## config.mk

```make
export PLATFORM = sky130hd
export DESIGN_NAME = branch_target_buffer
export DESIGN_NICKNAME = d
export VERILOG_FILES = /design/src/rtl/branch_target_buffer.sv
export SDC_FILE = /design/constraint.sdc
export NUM_CORES = 2
export LEC_CHECK = 0
export ABC_CLOCK_PERIOD_IN_PS = 4100
export BUFFER_PORTS_ARGS = -buffer_cell sky130_fd_sc_hd__clkbuf_2
export CORE_ASPECT_RATIO = 1.1
export CORE_MARGIN = 5
export CORE_UTILIZATION = 50
export CTS_BUF_LIST = sky130_fd_sc_hd__clkbuf_4
export CTS_CLUSTER_DIAMETER = 80
export DETAILED_ROUTE_END_ITERATION = 7
export HOLD_SLACK_MARGIN = 0.06
export PLACE_DENSITY = 0.77
export SYNTH_ARGS = -nofsm -noshare
export SYNTH_HDL_FRONTEND = slang
export SYNTH_SLANG_ARGS = --single-unit
```

## constraint.sdc

```tcl
create_clock -name clk -period 4.1 [get_ports clk]
set_clock_uncertainty 0.15 [all_clocks]
set_input_delay 0.615 -clock clk [delete_from_list [all_inputs] [get_ports clk]]
set_output_delay 0.615 -clock clk [all_outputs]
set_load 0.02 [all_outputs]
```

## src/rtl/branch_target_buffer.sv

```systemverilog
// Branch target buffer with per-entry saturating direction counters, read combinationally beside IF.
// Optional feature: define BTB_TAG_EN to store and compare tags; otherwise lookup is index-only.
module branch_target_buffer #(
   parameter int unsigned ADDR_W = 16,
   parameter int unsigned IDX_W  = 6,
   parameter int unsigned CTR_W  = 2
) (
   input  logic              clk,
   input  logic              rst,
   input  logic              flush,
   input  logic [ADDR_W-1:0] lk_pc,
   output logic              lk_hit,
   output logic              lk_taken,
   output logic [ADDR_W-1:0] lk_target,
   input  logic              upd_en,
   input  logic [ADDR_W-1:0] upd_pc,
   input  logic              upd_taken,
   input  logic [ADDR_W-1:0] upd_target
);

   localparam int unsigned ENTRIES = 2 ** IDX_W;
   localparam logic [CTR_W-1:0] WNT = CTR_W'((2 ** (CTR_W - 1)) - 1);
   localparam logic [CTR_W-1:0] WT  = CTR_W'(2 ** (CTR_W - 1));
   localparam logic [CTR_W-1:0] CTR_MAX = '1;

   logic [ENTRIES-1:0] valid_q, valid_d;
   logic [ADDR_W-1:0]  tgt_q [ENTRIES];
   logic [ADDR_W-1:0]  tgt_d [ENTRIES];
   logic [CTR_W-1:0]   ctr_q [ENTRIES];
   logic [CTR_W-1:0]   ctr_d [ENTRIES];

   logic [IDX_W-1:0]   lk_idx, upd_idx;
   logic               lk_tag_ok, upd_tag_ok, upd_hit;
   logic               unused_pc_bits;

   assign lk_idx  = lk_pc[IDX_W:1];
   assign upd_idx = upd_pc[IDX_W:1];

`ifdef BTB_TAG_EN
   localparam int unsigned TAG_W = ADDR_W - IDX_W - 1;
   logic [TAG_W-1:0] tag_q [ENTRIES];
   logic [TAG_W-1:0] tag_d [ENTRIES];

   assign lk_tag_ok      = (tag_q[lk_idx] == lk_pc[ADDR_W-1:IDX_W+1]);
   assign upd_tag_ok     = (tag_q[upd_idx] == upd_pc[ADDR_W-1:IDX_W+1]);
   assign unused_pc_bits = lk_pc[0] ^ upd_pc[0];
`else
   // Index-only: any valid occupant of the index counts as a hit.
   assign lk_tag_ok      = 1'b1;
   assign upd_tag_ok     = 1'b1;
   assign unused_pc_bits = ^{lk_pc[ADDR_W-1:IDX_W+1], lk_pc[0],
                             upd_pc[ADDR_W-1:IDX_W+1], upd_pc[0]};
`endif

   assign upd_hit   = valid_q[upd_idx] & upd_tag_ok;
   assign lk_hit    = valid_q[lk_idx] & lk_tag_ok;
   assign lk_taken  = lk_hit & ctr_q[lk_idx][CTR_W-1];
   assign lk_target = tgt_q[lk_idx];

   always_comb begin
      valid_d = valid_q;
      tgt_d   = tgt_q;
      ctr_d   = ctr_q;
`ifdef BTB_TAG_EN
      tag_d   = tag_q;
`endif
      // Flush wins over a coincident update; only valid bits are cleared.
      if (flush) begin
         valid_d = '0;
      end else if (upd_en) begin
         if (upd_hit) begin
            if (upd_taken) begin
               if (ctr_q[upd_idx] != CTR_MAX) ctr_d[upd_idx] = ctr_q[upd_idx] + CTR_W'(1);
               tgt_d[upd_idx] = upd_target;
            end else if (ctr_q[upd_idx] != '0) begin
               ctr_d[upd_idx] = ctr_q[upd_idx] - CTR_W'(1);
            end
         end else if (upd_taken) begin
            valid_d[upd_idx] = 1'b1;
            tgt_d[upd_idx]   = upd_target;
            ctr_d[upd_idx]   = WT;
`ifdef BTB_TAG_EN
            tag_d[upd_idx]   = upd_pc[ADDR_W-1:IDX_W+1];
`endif
         end
      end
   end

   always_ff @(posedge clk) begin
      if (rst) begin
         valid_q <= '0;
         for (int unsigned i = 0; i < ENTRIES; i++) begin
            tgt_q[i] <= '0;
            ctr_q[i] <= WNT;
`ifdef BTB_TAG_EN
            tag_q[i] <= '0;
`endif
         end
      end else begin
         valid_q <= valid_d;
         tgt_q   <= tgt_d;
         ctr_q   <= ctr_d;
`ifdef BTB_TAG_EN
         tag_q   <= tag_d;
`endif
      end
   end

endmodule

```

# Word-level counts from Yosys, hierarchy flattened
# Cells that the tools add are included.
classes:
  reduce_logical: 9
  order_cmp: 6
  n_eq_ne: 2
  bitwise: 9
  n_mux: 27
  addsub: 2
ops:
  columns: ["cell", "count"]
  rows:
  - ["$bwmux W1024", 1]
  - ["$mux W128", 5]
  - ["$bwmux W128", 2]
  - ["$or A64 B64 Y64", 2]
  - ["$bmux W16 S6", 1]
  - ["$demux W16 S6", 1]
  - ["$and A64 B64 Y64", 1]
  - ["$not A64 Y64", 1]
  - ["$mux W16", 3]
  - ["$bmux W2 S6", 2]
  - ["$ge A7 B7 Y1 const B", 2]
  - ["$lt A6 B7 Y1 const B", 2]
  - ["$not A6 Y7", 2]
  - ["$bmux W1 S6", 2]
  - ["$demux W2 S6", 1]
  - ["$mux W2", 5]
  - ["$lt A7 B1 Y1 const B", 1]
  - ["$demux W1 S6", 1]
  - ["$ge A6 B1 Y1 const B", 1]
  - ["$reduce_and A3 Y1", 2]
  - ["$reduce_bool A2 Y1", 3]
  - ["$reduce_and A5 Y1", 1]
  - ["$mux W1", 3]
  - ["$ne A3 B2 Y1 const B", 1]
  - ["other kinds (7)", 9]
totals:
  elab_cells: 184
  out_inout_bits: 18
  reg_bits: 1216

# Logic depth before layout (Yosys ltp)
depth:
  ltp_word: 9
  depth_mapped: 18

# Worst setup path after synthesis
# No wires, ideal clock.
synth_path:
  kind: "input port to flip-flop"
  start: "input port upd_pc[3]"
  end: "register ctr_q[116] in the netlist's numbering"
  slack_ns: 0.100
  setup_time_ns: 0.122
  stages: 16
  path_buffers: 6
  arrival_ns: 3.728
  path_cell_list: "buf_4 buf_6 buf_4 buf_4 mux2_1 a221oi_1 a21oi_1 a221oi_1 o22ai_1 or4_1 ha_1 o311ai_2 buf_4 buf_4 o211ai_1 a221o_1"
synth_between:
  elab_chain_len: 9
  word_cells_on_any_way: 28
synth_lines:
  columns: ["element", "line", "rtl"]
  rows:
  - ["start, declared", "16", "input logic [ADDR_W-1:0] upd_pc,"]
  - ["$not A6 Y7 (not written as such)", null, null]
  - ["$bmux W2 S6, or another cell as far along", "73, 75, 76", null]
  - ["$mux W2 (not written as such) or $logic_and A1 B1 Y1 (tied branches)", null, null]
  - ["$mux W2, on equally long branches", null, null]
  - ["$sub A2 B1 Y2, or another cell as far along", "76", "ctr_d[upd_idx] = ctr_q[upd_idx] - CTR_W'(1);"]
  - ["$bwmux W128, or another cell as far along", "76", null]
  - ["$mux W128, or another cell as far along", "75", "end else if (ctr_q[upd_idx] != '0) begin"]
  - ["$mux W128, on equally long branches", "72, 78", null]
  - ["$mux W128", "71", "if (upd_hit) begin"]
  - ["end signal, assigned", "102", "ctr_q <= ctr_d;"]
  - ["end, declared", "29", "logic [CTR_W-1:0] ctr_q [ENTRIES];"]
# Parallel ways exist; a longest one is shown, timed or not. The select of a mux whose other input is x is not followed.
# A chain may end at the register's enable or synchronous reset.

# Worst setup path in the final report
layout_path:
  start: "register tgt_q[521] in the netlist's numbering"
  end: "output port lk_target[9]"
layout_between:
  elab_chain_len: 3
layout_lines:
  columns: ["element", "line", "rtl"]
  rows:
  - ["start, declared", "27", "logic [ADDR_W-1:0] tgt_q [ENTRIES];"]
  - ["start signal, assigned", "101", "tgt_q <= tgt_d;"]
  - ["$bmux W16 S6", "58", "assign lk_target = tgt_q[lk_idx];"]
  - ["$mux W16 (not written as such) (2 in series)", "58", null]
  - ["end, declared", "14", "output logic [ADDR_W-1:0] lk_target,"]
# Every way passes these cells. The select of a mux whose other input is x is not followed.

==> out/results.md <==
| Parameter | Value | Unit |
|:---|:---|:---|
| Status | finished with violations | - |
| Violations in the final reports | negative setup slack | - |
| Power Density | 387 | nW/µm² |
| Core utilization of the finished layout | 0.568 | - |
| Total die area | 115000 | µm² |
| Number of warnings reported in the yosys synthesis log | 0 | - |
| Syn_nets | 6222 | - |
| Placer's final routability congestion estimate | 0.988 | - |
| Cell type of the slowest stage on the worst timing path | mux4_2 | - |
| Final ANT Viol Nets | 0 | - |
| Worst hold path class | in2reg | - |
| Largest stage delay on the critical path | 620 | ps |
| Category of the worst setup path capture point | output port | - |
| Max Freq | 236 | MHz |
| Starting Density | 0.504 | - |
| Iteration count of the initial detailed-routing pass | 7 | - |
| Area growth from synthesis to layout | 12.8 | % |
| Startpoint of the worst hold path | upd_target[4] | - |
| Post-DP HPWL | 118 | mm |
| Proportion of synthesized flip-flops having asynchronous set or reset | 0 | - |
| Most used flip-flop cell after synthesis | dfxtp_1 | - |
| Number of library cell types mapped by synthesis | 61 | - |
| Vias | 48800 | - |
| Core region area | 107000 | µm² |
| Startpoint type of the worst setup path | flop | - |
| Area share of the leading cell type in the synthesized netlist | 0.450 | - |
| Floorplan die height | 355 | µm |
| Number of vias per cell after detailed routing | 6.20 | - |
| Critical path type | reg2out | - |
| Family with the most delay on the worst path | multiplexers | - |
| RR Startpoint | ctr_q[102] | - |
| Total Nets Final | 6323 | - |
| Total setup violations reported at the end of the flow | 18 | - |
| TritonCTS clock tree | yes | - |
| Crit path buffers/inverters | 1 | - |
| Total DRC errors in the routed layout | 0 | - |
| Number of enable flip-flop cells after synthesis | 0 | - |
| Top library cells by usage in the layout, fill and taps aside | nand2_1 (2151), dfxtp_1 (1199), a21oi_1 (1067) | - |
| Slew at the pin closest to its max-slew limit | 1210 | ps |
| H-tree depth | 5 | - |
| RSZ-0062 raised after global routing | true | - |
| Worst setup startpoint | tgt_q[521] | - |
| Clock transition time at the flip-flop clock pins of the worst setup and hold paths | 60 | ps |
| Sum of internal, switching and leakage power | 23.6 | mW |
| Average cell area after synthesis | 8.77 | µm² |
| Sum of routed wire length over all layers | 183 | mm |
| # clock sinks | 1216 | - |
| Worst relative slew slack | 0.196 | - |
| Final critical path time including I/O delays and setup | 4230 | ps |
| Pin count of the biggest net entering global routing | 246 | - |
| Skew-Pair Late Insertion Delay | 1190 | ps |
| Final clock period utilization by the worst path | 1.03 | - |
| Post-detailed-route wirelength per cell | 23.2 | µm |
| Fraction of layout instances using a drive strength above 1 | 0.203 | - |
| Leading cell type in the layout, fill and taps excluded | nand2_1 | - |
| Post-Synthesis Cell Area | 54100 | µm² |
| Total global-route track usage | 0.309 | - |
| Placed cells | 7323 | - |
| Peak supply drop | 0.322 | mV |
| Port Buffer Count | 50 | - |
| Global-route wire length before repair | 276 | mm |
| Count of pins over their slew limit | 0 | - |
| Standard-cell rows | 126 | - |
| Vias in the first global route | 47400 | - |
| DR iter-0 viols | 6900 | - |
| Leakage power | 20.5 | nW |
| Maximum capacitance violations | 0 | - |
| TritonCTS buffer count | 320 | - |
| Data arrival time at the worst-slack endpoint | 3460 | ps |
| Cell taking the most area after synthesis | dfxtp_1 | - |
| Seq cells post-synth | 1216 | - |
| Minimum setup slack in the final design | -130 | ps |
| Final hold vios | 0 | - |
| Clock tree buffer depth | 4 | - |
| Largest fanout of any net on the critical path | 2 | - |
| Syn Inst Count | 6167 | - |
| Antenna violations before repair | 7 | - |
| Die extent in x | 324 | µm |
| Leading post-synthesis cells by cell area | dfxtp_1 (45%), mux4_2 (16%), nand2_1 (15%) | - |
| Series of cell instances along the critical path | mux4_2, mux4_2, mux4_2, buf_6 | - |
| Final cell count without fillers | 7877 | - |
| Share of the yosys chip area belonging to registers | 0.450 | - |
| Root Buffer Master | clkbuf_4 | - |
| GR Overflow Total | 0 | - |
| Crit path required time | 3340 | ps |
| Ports | 71 | - |
| Most prevalent standard cell on the critical path | mux4_2 | - |
metal layers:
| layer | global-route usage | share of wire | vias up |
|---|---|---|---|
| li1 | - | - | 21500 |
| met4 | 0.222 | 0.080 | 6 |
| met1 | 0.376 | 0.35 | 23300 |
| met3 | 0.0960 | 0.13 | 783 |
| met5 | 0 | 0.00023 | - |
| met2 | 0.465 | 0.44 | 3272 |
sequential cells by signal, indices dropped and copies added (netlist names):
register  flops
ctr_q       128
tgt_q      1024
valid_q      64
cells by family (layout without fill, tap and decap cells):
logic type | count (synthesis) | count (layout) | share of synthesized area
adder cells (fa/ha/maj) | 2 | 2 | 0.000463
other | 0 | 4 | 0
multiplexers | 498 | 498 | 0.181
AND/OR/NAND/NOR | 2525 | 2525 | 0.183
flip-flops | 1216 | 1216 | 0.450
buffers and inverters | 606 | 904 | 0.0452
AO/OA/AOI/OAI | 1320 | 1320 | 0.141
synth_stat cells, types with 2 or more instances:
master	count
mux4_2	382
a221oi_2	2
dfxtp_1	1216
a221o_1	19
buf_1	47
o211ai_2	15
buf_2	29
mux2i_1	110
a31oi_1	33
a221oi_1	34
nand3b_1	6
a22oi_1	20
ha_1	2
mux2_2	5
and2_1	5
o31ai_2	11
nor2b_1	24
o31ai_1	7
clkinv_1	2
nand4_1	2
buf_6	10
o2111ai_1	14
buf_4	16
clkbuf_1	475
inv_1	27
o211ai_1	18
a211o_1	2
o2bb2ai_1	4
a21o_1	2
or2_2	2
nor2_1	199
nor3_1	57
a22o_1	13
nand3_1	22
o21ai_0	18
and3_1	2
nand2_1	2152
or3b_2	3
a21oi_1	1068
o22ai_1	14
and3b_1	2
o2111ai_2	18
nand2b_1	40
power by group:
part	leakage (nW)	switching, mW	internal, mW
registers	9.80	0.00991	11.8
clock network	2.24	4.97	5.29
logic	8.45	1.08	0.441
final timing paths:
path | to | slack (ps) | cells after the start
max | lk_target[9] | -130 | 4
min | tgt_q[516] | 190 | 4
max reg2reg | ctr_q[93] | 500 | 11
min reg2reg | tgt_q[541] | 300 | 2
through the flow:
step / hold slack (ps) / setup WS [ps] / setup TNS, ps / cell area (µm²)
CTS: 70.9 / -194 / -2420 / 60800
global route: 160 / -180 / -2200 / 61000
finish: 187 / -130 / -1270 / 61000
detailed placement: 293 / -116 / -1410 / 56700
floorplan: 283 / 100 / 0 / 54100
global placement: 288 / -58.9 / -640 / 56700
area by class of cell:
| type | count | area [µm²] |
|---|---|---|
| clock buffer | 446 | 3350 |
| sequential | 1216 | 24400 |
| tap | 1408 | 1760 |
| antenna | 4 | 10.0 |
| clock inverter | 73 | 424 |
| timing repair buffer | 356 | 3400 |
| multi-input combinational | 4345 | 27600 |
| inverter | 29 | 109 |
| fill | 8996 | 46400 |
worst reg2reg max path: stages, from the launching register on:
cell     delay (ps)
dfxtp_1         320
mux4_2          460
mux2i_1         340
o22ai_1         220
a21o_1          230
nor4_2          200
buf_4           180
ha_1            170
inv_1            70
o31a_2          140
o21ai_2         770
o31ai_1         200
what timing repair did:
action	in CTS	in global routing
pin swaps	1	1
hold buffers	26	0
endpoints found under the setup margin	18	18
resized for setup	9	64
buffers inserted	3	2
hold endpoints to repair	882	0
(Power assumes the default switching activity.)
